--- config.mk ---
export PLATFORM = sky130hd
export DESIGN_NAME = xfmr_token_sequencer_flat
export DESIGN_NICKNAME = d
export VERILOG_FILES = /design/src/rtl/xfmr_token_sequencer_if.sv /design/src/rtl/xfmr_token_sequencer.sv /design/src/flat_wrapper.sv
export SDC_FILE = /design/constraint.sdc
export NUM_CORES = 1
export LEC_CHECK = 0
export ABC_AREA = 1
export CORE_MARGIN = 2
export CORE_UTILIZATION = 45
export DETAILED_ROUTE_END_ITERATION = 6
export GPL_ROUTABILITY_DRIVEN = 0
export PLACE_DENSITY = 0.78
export SYNTH_ARGS = -nofsm -noshare
export SYNTH_HDL_FRONTEND = slang
export SYNTH_SLANG_ARGS = --single-unit
--- constraint.sdc ---
create_clock -name clk -period 2 [get_ports clk]
set_clock_uncertainty 0.1 [all_clocks]
set_input_delay 0.3 -clock clk [delete_from_list [all_inputs] [get_ports clk]]
set_output_delay 0.3 -clock clk [all_outputs]
set_load 0.005 [all_outputs]
--- src/rtl/xfmr_token_sequencer_if.sv ---
// Token-sequencer bus: input token stream, transformer-block start/result strobes,
// and the result output stream.
interface xfmr_token_sequencer_if #(
    parameter int unsigned D       = 2,
    parameter int unsigned DW      = 8,
    parameter int unsigned SEQ_LEN = 2
);
    localparam int unsigned IDX_W = (SEQ_LEN > 1) ? $clog2(SEQ_LEN) : 1;

    logic                        in_valid;
    logic                        in_ready;
    logic signed [D-1:0][DW-1:0] in_vec;
    logic                        in_last;

    logic                        blk_start;
    logic signed [D-1:0][DW-1:0] blk_x;
    logic                        blk_out_valid;
    logic signed [D-1:0][DW-1:0] blk_y;

    logic                        out_valid;
    logic                        out_ready;
    logic signed [D-1:0][DW-1:0] out_vec;
    logic                        out_last;

    logic [IDX_W-1:0]            tok_idx;
    logic                        busy;
    logic                        err_tmo;

    // Sequencer side
    modport master (
        input  in_valid, in_vec, in_last, blk_out_valid, blk_y, out_ready,
        output in_ready, blk_start, blk_x, out_valid, out_vec, out_last,
               tok_idx, busy, err_tmo
    );

    // Environment side (token source, transformer block, result sink)
    modport slave (
        output in_valid, in_vec, in_last, blk_out_valid, blk_y, out_ready,
        input  in_ready, blk_start, blk_x, out_valid, out_vec, out_last,
               tok_idx, busy, err_tmo
    );
endinterface

--- src/rtl/xfmr_token_sequencer.sv ---
// Buffers token vectors, issues them one at a time to the transformer block and
// returns results in order. Optional S_WAIT watchdog: define XFMR_SEQ_WATCHDOG_EN.
module xfmr_token_sequencer #(
    parameter int unsigned D          = 2,
    parameter int unsigned DW         = 8,
    parameter int unsigned SEQ_LEN    = 2,
    parameter int unsigned FIFO_DEPTH = 4,
    parameter int unsigned TMO_W      = 8
) (
    input logic                      clk,
    input logic                      rst,
    xfmr_token_sequencer_if.master   bus
);
    localparam int unsigned VW    = D * DW;
    localparam int unsigned ENT_W = VW + 1;
    localparam int unsigned PTR_W = $clog2(FIFO_DEPTH);
    localparam int unsigned CNT_W = PTR_W + 1;
    localparam int unsigned IDX_W = (SEQ_LEN > 1) ? $clog2(SEQ_LEN) : 1;

    typedef logic signed [D-1:0][DW-1:0] vec_t;
    typedef enum logic [1:0] {S_IDLE, S_ISSUE, S_WAIT, S_HOLD} state_t;

    state_t           state_q, state_d;
    logic [CNT_W-1:0] wr_ptr_q, wr_ptr_d, rd_ptr_q, rd_ptr_d;
    logic             in_ready_q, in_ready_d;
    logic [ENT_W-1:0] mem_q [FIFO_DEPTH];
    logic [ENT_W-1:0] head_c;
    logic             push_c, pop_c, empty_c;

    vec_t             blk_x_q, blk_x_d;
    logic             last_q, last_d;
    logic             blk_start_q, blk_start_d;
    logic             out_valid_q, out_valid_d;
    vec_t             out_vec_q, out_vec_d;
    logic             out_last_q, out_last_d;
    logic [IDX_W-1:0] tok_idx_q, tok_idx_d;
    logic             busy_q, busy_d;
`ifdef XFMR_SEQ_WATCHDOG_EN
    logic [TMO_W-1:0] tmo_cnt_q, tmo_cnt_d;
    logic             err_tmo_q, err_tmo_d;
`else
    localparam int unsigned unused_tmo_w = TMO_W;
`endif

    assign empty_c = (wr_ptr_q == rd_ptr_q);
    assign head_c  = mem_q[rd_ptr_q[PTR_W-1:0]];

    // FIFO pointers; in_ready is registered so a pop only frees the slot next cycle
    always_comb begin
        push_c   = bus.in_valid && in_ready_q;
        wr_ptr_d = push_c ? wr_ptr_q + CNT_W'(1) : wr_ptr_q;
        rd_ptr_d = pop_c  ? rd_ptr_q + CNT_W'(1) : rd_ptr_q;
        in_ready_d = !((wr_ptr_d[PTR_W] != rd_ptr_d[PTR_W]) &&
                       (wr_ptr_d[PTR_W-1:0] == rd_ptr_d[PTR_W-1:0]));
    end

    always_ff @(posedge clk) begin
        if (push_c) mem_q[wr_ptr_q[PTR_W-1:0]] <= {bus.in_last, bus.in_vec};
    end

    // Issue FSM: one token in flight, result held until the sink accepts it
    always_comb begin
        state_d     = state_q;
        pop_c       = 1'b0;
        blk_x_d     = blk_x_q;
        last_d      = last_q;
        blk_start_d = 1'b0;
        out_valid_d = out_valid_q;
        out_vec_d   = out_vec_q;
        out_last_d  = out_last_q;
        tok_idx_d   = tok_idx_q;
`ifdef XFMR_SEQ_WATCHDOG_EN
        tmo_cnt_d   = tmo_cnt_q;
        err_tmo_d   = err_tmo_q;
`endif
        unique case (state_q)
            S_IDLE: begin
                if (!empty_c && !out_valid_q) begin
                    pop_c       = 1'b1;
                    blk_x_d     = head_c[VW-1:0];
                    last_d      = head_c[VW];
                    blk_start_d = 1'b1;
                    state_d     = S_ISSUE;
                end
            end
            S_ISSUE: begin
                state_d = S_WAIT;
`ifdef XFMR_SEQ_WATCHDOG_EN
                tmo_cnt_d = '0;
`endif
            end
            S_WAIT: begin
                if (bus.blk_out_valid) begin
                    out_vec_d   = bus.blk_y;
                    out_last_d  = last_q;
                    out_valid_d = 1'b1;
                    state_d     = S_HOLD;
                end
`ifdef XFMR_SEQ_WATCHDOG_EN
                else if (tmo_cnt_q == '1) begin
                    err_tmo_d   = 1'b1;
                    out_vec_d   = '0;
                    out_last_d  = last_q;
                    out_valid_d = 1'b1;
                    state_d     = S_HOLD;
                end else begin
                    tmo_cnt_d = tmo_cnt_q + TMO_W'(1);
                end
`endif
            end
            S_HOLD: begin
                if (out_valid_q && bus.out_ready) begin
                    out_valid_d = 1'b0;
                    if (out_last_q || (tok_idx_q == IDX_W'(SEQ_LEN - 1)))
                        tok_idx_d = '0;
                    else
                        tok_idx_d = tok_idx_q + IDX_W'(1);
                    state_d = S_IDLE;
                end
            end
            default: state_d = S_IDLE;
        endcase
        busy_d = (state_d != S_IDLE);
    end

    always_ff @(posedge clk or negedge rst) begin
        if (!rst) begin
            state_q     <= S_IDLE;
            wr_ptr_q    <= '0;
            rd_ptr_q    <= '0;
            in_ready_q  <= 1'b0;
            blk_x_q     <= '0;
            last_q      <= 1'b0;
            blk_start_q <= 1'b0;
            out_valid_q <= 1'b0;
            out_vec_q   <= '0;
            out_last_q  <= 1'b0;
            tok_idx_q   <= '0;
            busy_q      <= 1'b0;
`ifdef XFMR_SEQ_WATCHDOG_EN
            tmo_cnt_q   <= '0;
            err_tmo_q   <= 1'b0;
`endif
        end else begin
            state_q     <= state_d;
            wr_ptr_q    <= wr_ptr_d;
            rd_ptr_q    <= rd_ptr_d;
            in_ready_q  <= in_ready_d;
            blk_x_q     <= blk_x_d;
            last_q      <= last_d;
            blk_start_q <= blk_start_d;
            out_valid_q <= out_valid_d;
            out_vec_q   <= out_vec_d;
            out_last_q  <= out_last_d;
            tok_idx_q   <= tok_idx_d;
            busy_q      <= busy_d;
`ifdef XFMR_SEQ_WATCHDOG_EN
            tmo_cnt_q   <= tmo_cnt_d;
            err_tmo_q   <= err_tmo_d;
`endif
        end
    end

    assign bus.in_ready  = in_ready_q;
    assign bus.blk_start = blk_start_q;
    assign bus.blk_x     = blk_x_q;
    assign bus.out_valid = out_valid_q;
    assign bus.out_vec   = out_vec_q;
    assign bus.out_last  = out_last_q;
    assign bus.tok_idx   = tok_idx_q;
    assign bus.busy      = busy_q;
`ifdef XFMR_SEQ_WATCHDOG_EN
    assign bus.err_tmo   = err_tmo_q;
`else
    assign bus.err_tmo   = 1'b0;
`endif
endmodule

--- src/flat_wrapper.sv ---
// flat-port wrapper written by rule: the top's interface ports become plain ports
module xfmr_token_sequencer_flat 
#(
    parameter int unsigned D          = 2,
    parameter int unsigned DW         = 8,
    parameter int unsigned SEQ_LEN    = 2,
    parameter int unsigned FIFO_DEPTH = 4,
    parameter int unsigned TMO_W      = 8
)
  (clk, rst, bus_in_valid, bus_in_vec, bus_in_last, bus_blk_out_valid, bus_blk_y, bus_out_ready, bus_in_ready, bus_blk_start, bus_blk_x, bus_out_valid, bus_out_vec, bus_out_last, bus_tok_idx, bus_busy, bus_err_tmo);
  xfmr_token_sequencer_if #(.D(D), .DW(DW), .SEQ_LEN(SEQ_LEN)) bus_i ();
  input logic clk;
  input logic rst;
  input wire logic [$bits(bus_i.in_valid)-1:0] bus_in_valid;
  input wire logic [$bits(bus_i.in_vec)-1:0] bus_in_vec;
  input wire logic [$bits(bus_i.in_last)-1:0] bus_in_last;
  input wire logic [$bits(bus_i.blk_out_valid)-1:0] bus_blk_out_valid;
  input wire logic [$bits(bus_i.blk_y)-1:0] bus_blk_y;
  input wire logic [$bits(bus_i.out_ready)-1:0] bus_out_ready;
  output wire logic [$bits(bus_i.in_ready)-1:0] bus_in_ready;
  output wire logic [$bits(bus_i.blk_start)-1:0] bus_blk_start;
  output wire logic [$bits(bus_i.blk_x)-1:0] bus_blk_x;
  output wire logic [$bits(bus_i.out_valid)-1:0] bus_out_valid;
  output wire logic [$bits(bus_i.out_vec)-1:0] bus_out_vec;
  output wire logic [$bits(bus_i.out_last)-1:0] bus_out_last;
  output wire logic [$bits(bus_i.tok_idx)-1:0] bus_tok_idx;
  output wire logic [$bits(bus_i.busy)-1:0] bus_busy;
  output wire logic [$bits(bus_i.err_tmo)-1:0] bus_err_tmo;
  assign bus_i.in_valid = bus_in_valid;
  assign bus_i.in_vec = bus_in_vec;
  assign bus_i.in_last = bus_in_last;
  assign bus_i.blk_out_valid = bus_blk_out_valid;
  assign bus_i.blk_y = bus_blk_y;
  assign bus_i.out_ready = bus_out_ready;
  assign bus_in_ready = bus_i.in_ready;
  assign bus_blk_start = bus_i.blk_start;
  assign bus_blk_x = bus_i.blk_x;
  assign bus_out_valid = bus_i.out_valid;
  assign bus_out_vec = bus_i.out_vec;
  assign bus_out_last = bus_i.out_last;
  assign bus_tok_idx = bus_i.tok_idx;
  assign bus_busy = bus_i.busy;
  assign bus_err_tmo = bus_i.err_tmo;
  xfmr_token_sequencer #(.D(D), .DW(DW), .SEQ_LEN(SEQ_LEN), .FIFO_DEPTH(FIFO_DEPTH), .TMO_W(TMO_W)) u_core (.clk(clk), .rst(rst), .bus(bus_i));
endmodule
; After elaboration in Yosys (flattened, before gate mapping)
; Memories as Yosys holds them, arrays and structs flattened. A register that Yosys moved wholly into a read port is not among the register bits.
; Cells that the tools add are included.
[classes]
mux = 14
addsub = 3
n_reduce_logical = 16
n_eq_ne = 8
[op_table]
columns = cell, count
row1 = one-hot mux 2 bit (4 select lines), 1
row2 = 2-to-1 mux 1 bit, 7
row3 = adder 3 x 1 -> 3 bit (second input constant), 2
row4 = 2-to-1 mux 2 bit, 3
row5 = 2-to-1 mux 3 bit, 2
row6 = AND reduction 2 bit, 3
row7 = equality test 2 bit (second input constant), 2
row8 = logical AND 1 bit, 4
row9 = logical NOT 1 bit, 4
row10 = nonzero test 2 bit, 2
row11 = equality test 3 bit, 1
row12 = AND reduction 3 bit, 1
row13 = equality test 2 x 1 -> 1 bit (second input constant), 1
row14 = equality test 2 bit, 1
row15 = logical NOT 2 bit, 1
row16 = inequality test 2 x 1 -> 1 bit (second input constant), 1
row17 = inequality test 2 bit (second input constant), 1
row18 = one-hot mux 1 bit (2 select lines), 1
row19 = adder 1 bit (second input constant), 1
row20 = logical OR 1 bit, 1
row21 = inequality test 1 bit, 1
[totals]
input_bits = 38
word_cells = 53
mem_count = 1
reg_bits = 30
output_inout_bits = 39
ramBits = 68
[memory_table]
columns = memory, depth, width, read_ports, rd_ports_with_merged_regs, write_ports, line_no
row1 = u_core.mem_q, 4, 17, 1, 1, 1, xfmr_token_sequencer.sv:26  ; logic [ENT_W-1:0] mem_q [FIFO_DEPTH];

; Logic depth before layout (Yosys ltp)
[logic_depth]
depth_word = 9
depth_mapped = 10
mapped_depth_nobuf = 10

; Worst setup path before layout
; OpenSTA, ideal clock, no wires.
[synth_path]
path_type = register -> register
startpoint = register u_core.wr_ptr_q[0]
endpoint = memory u_core.mem_q[2][0] in the netlist's numbering, enable pin
synth_period_minus_slack_ns = 1.899
arrival_time_ns = 1.409
stages_incl_launch_ff = 5
slack_ns = 0.101
n_path_buf = 0
setup_time_ns = 0.391
required_time_ns = 1.509
cell_sequence = dfrtp_1 > inv_2 > ha_1 > inv_1 > nor2_1
[synth_lines]
columns = element, line_no
row1 = start: declaration, xfmr_token_sequencer.sv:24  ; logic [CNT_W-1:0] wr_ptr_q, wr_ptr_d, rd_ptr_q, rd_ptr_d;
row2 = start signal: assignment, xfmr_token_sequencer.sv:146  ; wr_ptr_q <= wr_ptr_d;
row3 = end: declaration, xfmr_token_sequencer.sv:26
; No word-level cell before the write port.

; Worst setup path in the final report
[layout_path]
startpoint = register u_core.out_valid_q (netlist: u_core.bus.out_valid)
endpoint = output bus_out_valid
[layout_lines]
columns = element, line_no
row1 = start: declaration, xfmr_token_sequencer.sv:33  ; logic out_valid_q, out_valid_d;
row2 = start signal: assignment, xfmr_token_sequencer.sv:152  ; out_valid_q <= out_valid_d;
row3 = end: declaration, flat_wrapper.sv:23  ; output wire logic [$bits(bus_i.out_valid)-1:0] bus_out_valid;
; No word-level cell between the ends.

==> qor.csv <==
metric,value,unit
cap_violations,0,
hold_viol_final,0,
ioPinCount,77,
p_per_area,1560,nW/um^2
clockPowerShare,30.9,%
reg2reg_depth,7,
start_util,46.5,%
synth_top_family_by_area,simple AND/OR/NAND/NOR gates,
combPwrFrac,30.9,%
synth_xor_area_share,0.771,%
grt_max_degree,48,
ys_warn_count,0,
syn_nets,407,
start_kind,flip-flop,
critPathTopFamily,buffers and inverters,
synthMuxAreaShare,3.96,%
die_y,104,um
met3_usage,5.89,%
grt_pass1_vias,3227,
core_area,9770,um^2
fmax,0.539,GHz
h-tree-depth,4,
power.net_switching,0.00281,W
synth_seq_area_share,70.8,%
p_seq_share,38.2,%
clock_latency,0.51,ns
maxSlewViolCount,0,
synthesis.instances,364,
use_met2,30.3,%
dr.pass1.iters,4,
final_cell_area,6080,um^2
end_kind,output pin,
post_cts_buffers,0,
grtUsageMet1,21.2,%
routed_wl,9370,um
wl_per_cell,15.6,um
num_vias,3048,
worstPathMaxFanout,4,
synth_simple_gate_area_share,12.3,%
stdcell_count,601,
endpoint,bus_out_valid,
finalSetupViolations,0,
grt_pass1_wl,15300,um
rsz0062_at_grt,no,
p_total,0.00947,W
diodes,0,
synth_area_per_cell,12.5,um^2
syn-cell-area,4540,um^2
max-clock-path-buffers,2,
post-dp-hpwl,5830,um
slew_headroom,59.4,%
tightest_slew,0.609,ns
fin_tns_setup,0,ns
cts-buffers-inserted,17,
required,1.60,ns
place_area,5470,um^2
drc,0,
cts_tree,built,
drive_above_1_share,14.3,%
viasPerCell,5.07,
swShare,29.7,%
crit_arrival,1.46,ns
critPathLaunch,u_core.bus.out_valid$_DFFE_PN0P_,
holdCritPathClass,in2reg,
r2r_start,u_core.wr_ptr_q[1]$_DFF_PN0_,
drt_iter0_markers,124,
status,"complete, no violations",
cts_root_buf,clkbuf_8,
p_int,0.00665,W
rrSetupSlack,0.35,ns
die_area,10900,um^2
synth_fa_ha_area_share,1.38,%
fp.dieW,104,um
antenna_found_initial,0,
clk_pin_slew,0.05,ns
nets,498,
syn_to_final_growth,33.7,%
peakVddDrop,0.000641,V
crit_chain,clkdlybuf4s50_1,
max_stage_delay,0.53,ns
cp_num_buf_inv,1,
leakage,2.39,nW
cp_slowest_cell,clkdlybuf4s50_1,
ant_nets,0,
dpl.cell_count,568,
worst-path-stages,1,
crit_type,reg2out,
synth.distinct_cells,28,
top_usage_layer,met2,
std_cell_rows,36,
min_period,1.86,ns
gr-total-overflow,0,
timing.rr.end,u_core.bus.in_ready$_DFF_PN0_,
synth_compound_area_share,6.91,%
io_buffers,75,
cts.sinks,115,
grt_usage,18.2,%
synth-seq-cells,115,
fin_crit_sh,92.8,%
routing by layer:
| metal | vias up | share of wire (%) |
|---|---|---|
| met4 | 0 | 0.85 |
| met2 | 109 | 52 |
| met1 | 1490 | 41 |
| met5 | - | 0 |
| li1 | 1443 | - |
| met3 | 6 | 6.0 |
worst register-to-register path, cell delays in order (launching register included):
cell,delay [ns]
dfrtp_1,0.46
inv_1,0.11
ha_1,0.29
inv_1,0.03
o21ai_0,0.26
nand3_1,0.13
nand2_1,0.08
nand3_1,0.08
metrics by stage:
stage | hold WS (ns) | utilization [%] | setup slack (ns)
2_1_floorplan | -0.0956 | - | 0.101
3_3_place_gp | 0.330 | 56.0 | 0.237
3_5_place_dp | 0.340 | 56.0 | 0.189
4_1_cts | 0.285 | 62.1 | 0.0348
5_1_grt | 0.292 | 62.2 | 0.0857
6_report | 0.301 | 62.2 | 0.145
final cells by class:
class                           instances  area [um^2]
Timing Repair Buffer                   88          871
Multi-Input combinational cell        215         1150
Sequential cell                       115         3220
Fill cell                             711         3700
Tap cell                              133          166
Inverter                               18         72.6
Clock inverter                          6         60.1
Clock buffer                           26          532
logic make-up (layout without fill, tap and decap cells):
logic type | count (synthesis) | after routing
XOR/XNOR | 4 | 4
AO/OA/AOI/OAI | 58 | 58
adder cells (fa/ha/maj) | 5 | 5
buffers and inverters | 34 | 138
flip-flops | 115 | 115
multiplexers | 16 | 16
other | 1 | 1
AND/OR/NAND/NOR | 131 | 131
flip-flops by register name (all words and copies together), names as in the netlist:
signal                count
u_core.bus.tok_idx        1
u_core.mem_q             68
u_core.bus.busy           1
u_core.bus.out_valid      1
u_core.bus.out_last       1
u_core.bus.blk_x         16
u_core.state_q            2
u_core.bus.in_ready       1
u_core.wr_ptr_q           3
u_core.last_q             1
u_core.rd_ptr_q           3
u_core.bus.out_vec       16
u_core.bus.blk_start      1
placed cells by master (no fill, tap or decap), types with 2 or more instances in the layout:
master           count
inv_4                2
nand2_1             24
edfxtp_1            68
o21ai_0             39
ha_1                 5
nor2_1              86
clkbuf_16           19
a31oi_1             16
inv_2                3
xor2_1               3
clkdlybuf4s50_1     74
inv_1               14
dfrtp_1             46
buf_12               2
mux2_2              16
clkbuf_8             3
nand3_1             15
clkbuf_1             4
clkinv_2             2
buf_4               10
Yosys cell counts:
cell      instances  share of area, %
o21ai_1           1              0.11
clkbuf_1          4              0.33
inv_2             3              0.25
buf_4             2              0.33
nand2_2           1              0.14
a31oi_1          16               2.2
buf_6             3              0.74
nand2_1          24               2.0
o22ai_1           1              0.14
nor2_1           86               7.1
buf_2             7              0.77
xor2_1            3              0.58
or2_4             1              0.19
edfxtp_1         68                45
nand3_1          15               1.7
o21ai_0          39               4.3
o21a_1            1              0.17
ha_1              5               1.4
nand3_4           1              0.39
dfrtp_1          47                26
conb_1            1             0.083
xnor2_1           1              0.19
nand2_4           1              0.25
nand3b_1          1              0.17
nor2_8            1              0.44
mux2_2           16               4.0
inv_6             1              0.19
inv_1            14               1.2
power by group through the flow:
stage	Sequential, W	Combinational, W	Clock (W)
after floorplan	0.00363	0.00156	0
final	0.00361	0.00293	0.00293
after global routing	0.00370	0.00321	0.00308
after CTS	0.00362	0.00296	0.00296
after global placement	0.00362	0.00281	0
after detailed placement	0.00365	0.00292	0
worst min-delay path by stage:
| stage | to | startpoint | cells past startpoint | slack [ns] |
|---|---|---|---|---|
| floorplan | u_core.bus.blk_start$_DFF_PN0_ | rst | 0 | -0.1 |
| global placement | u_core.rd_ptr_q[2]$_DFF_PN0_ | rst | 2 | 0.33 |
| detailed placement | u_core.state_q[1]$_DFF_PN0_ | rst | 2 | 0.34 |
| CTS | u_core.bus.out_vec[0]$_DFFE_PN0P_ | bus_blk_y[0] | 2 | 0.28 |
| global route | u_core.bus.out_vec[13]$_DFFE_PN0P_ | bus_blk_y[13] | 2 | 0.29 |
| finish | u_core.bus.out_vec[0]$_DFFE_PN0P_ | bus_blk_y[0] | 2 | 0.30 |
timing repair:
action,CTS,global route
hold buffers,1,0
gates resized for setup,0,1
endpoints found under the hold margin,47,0
setup endpoints to repair,0,1
No activity file was read; power rests on OpenSTA's default activity.
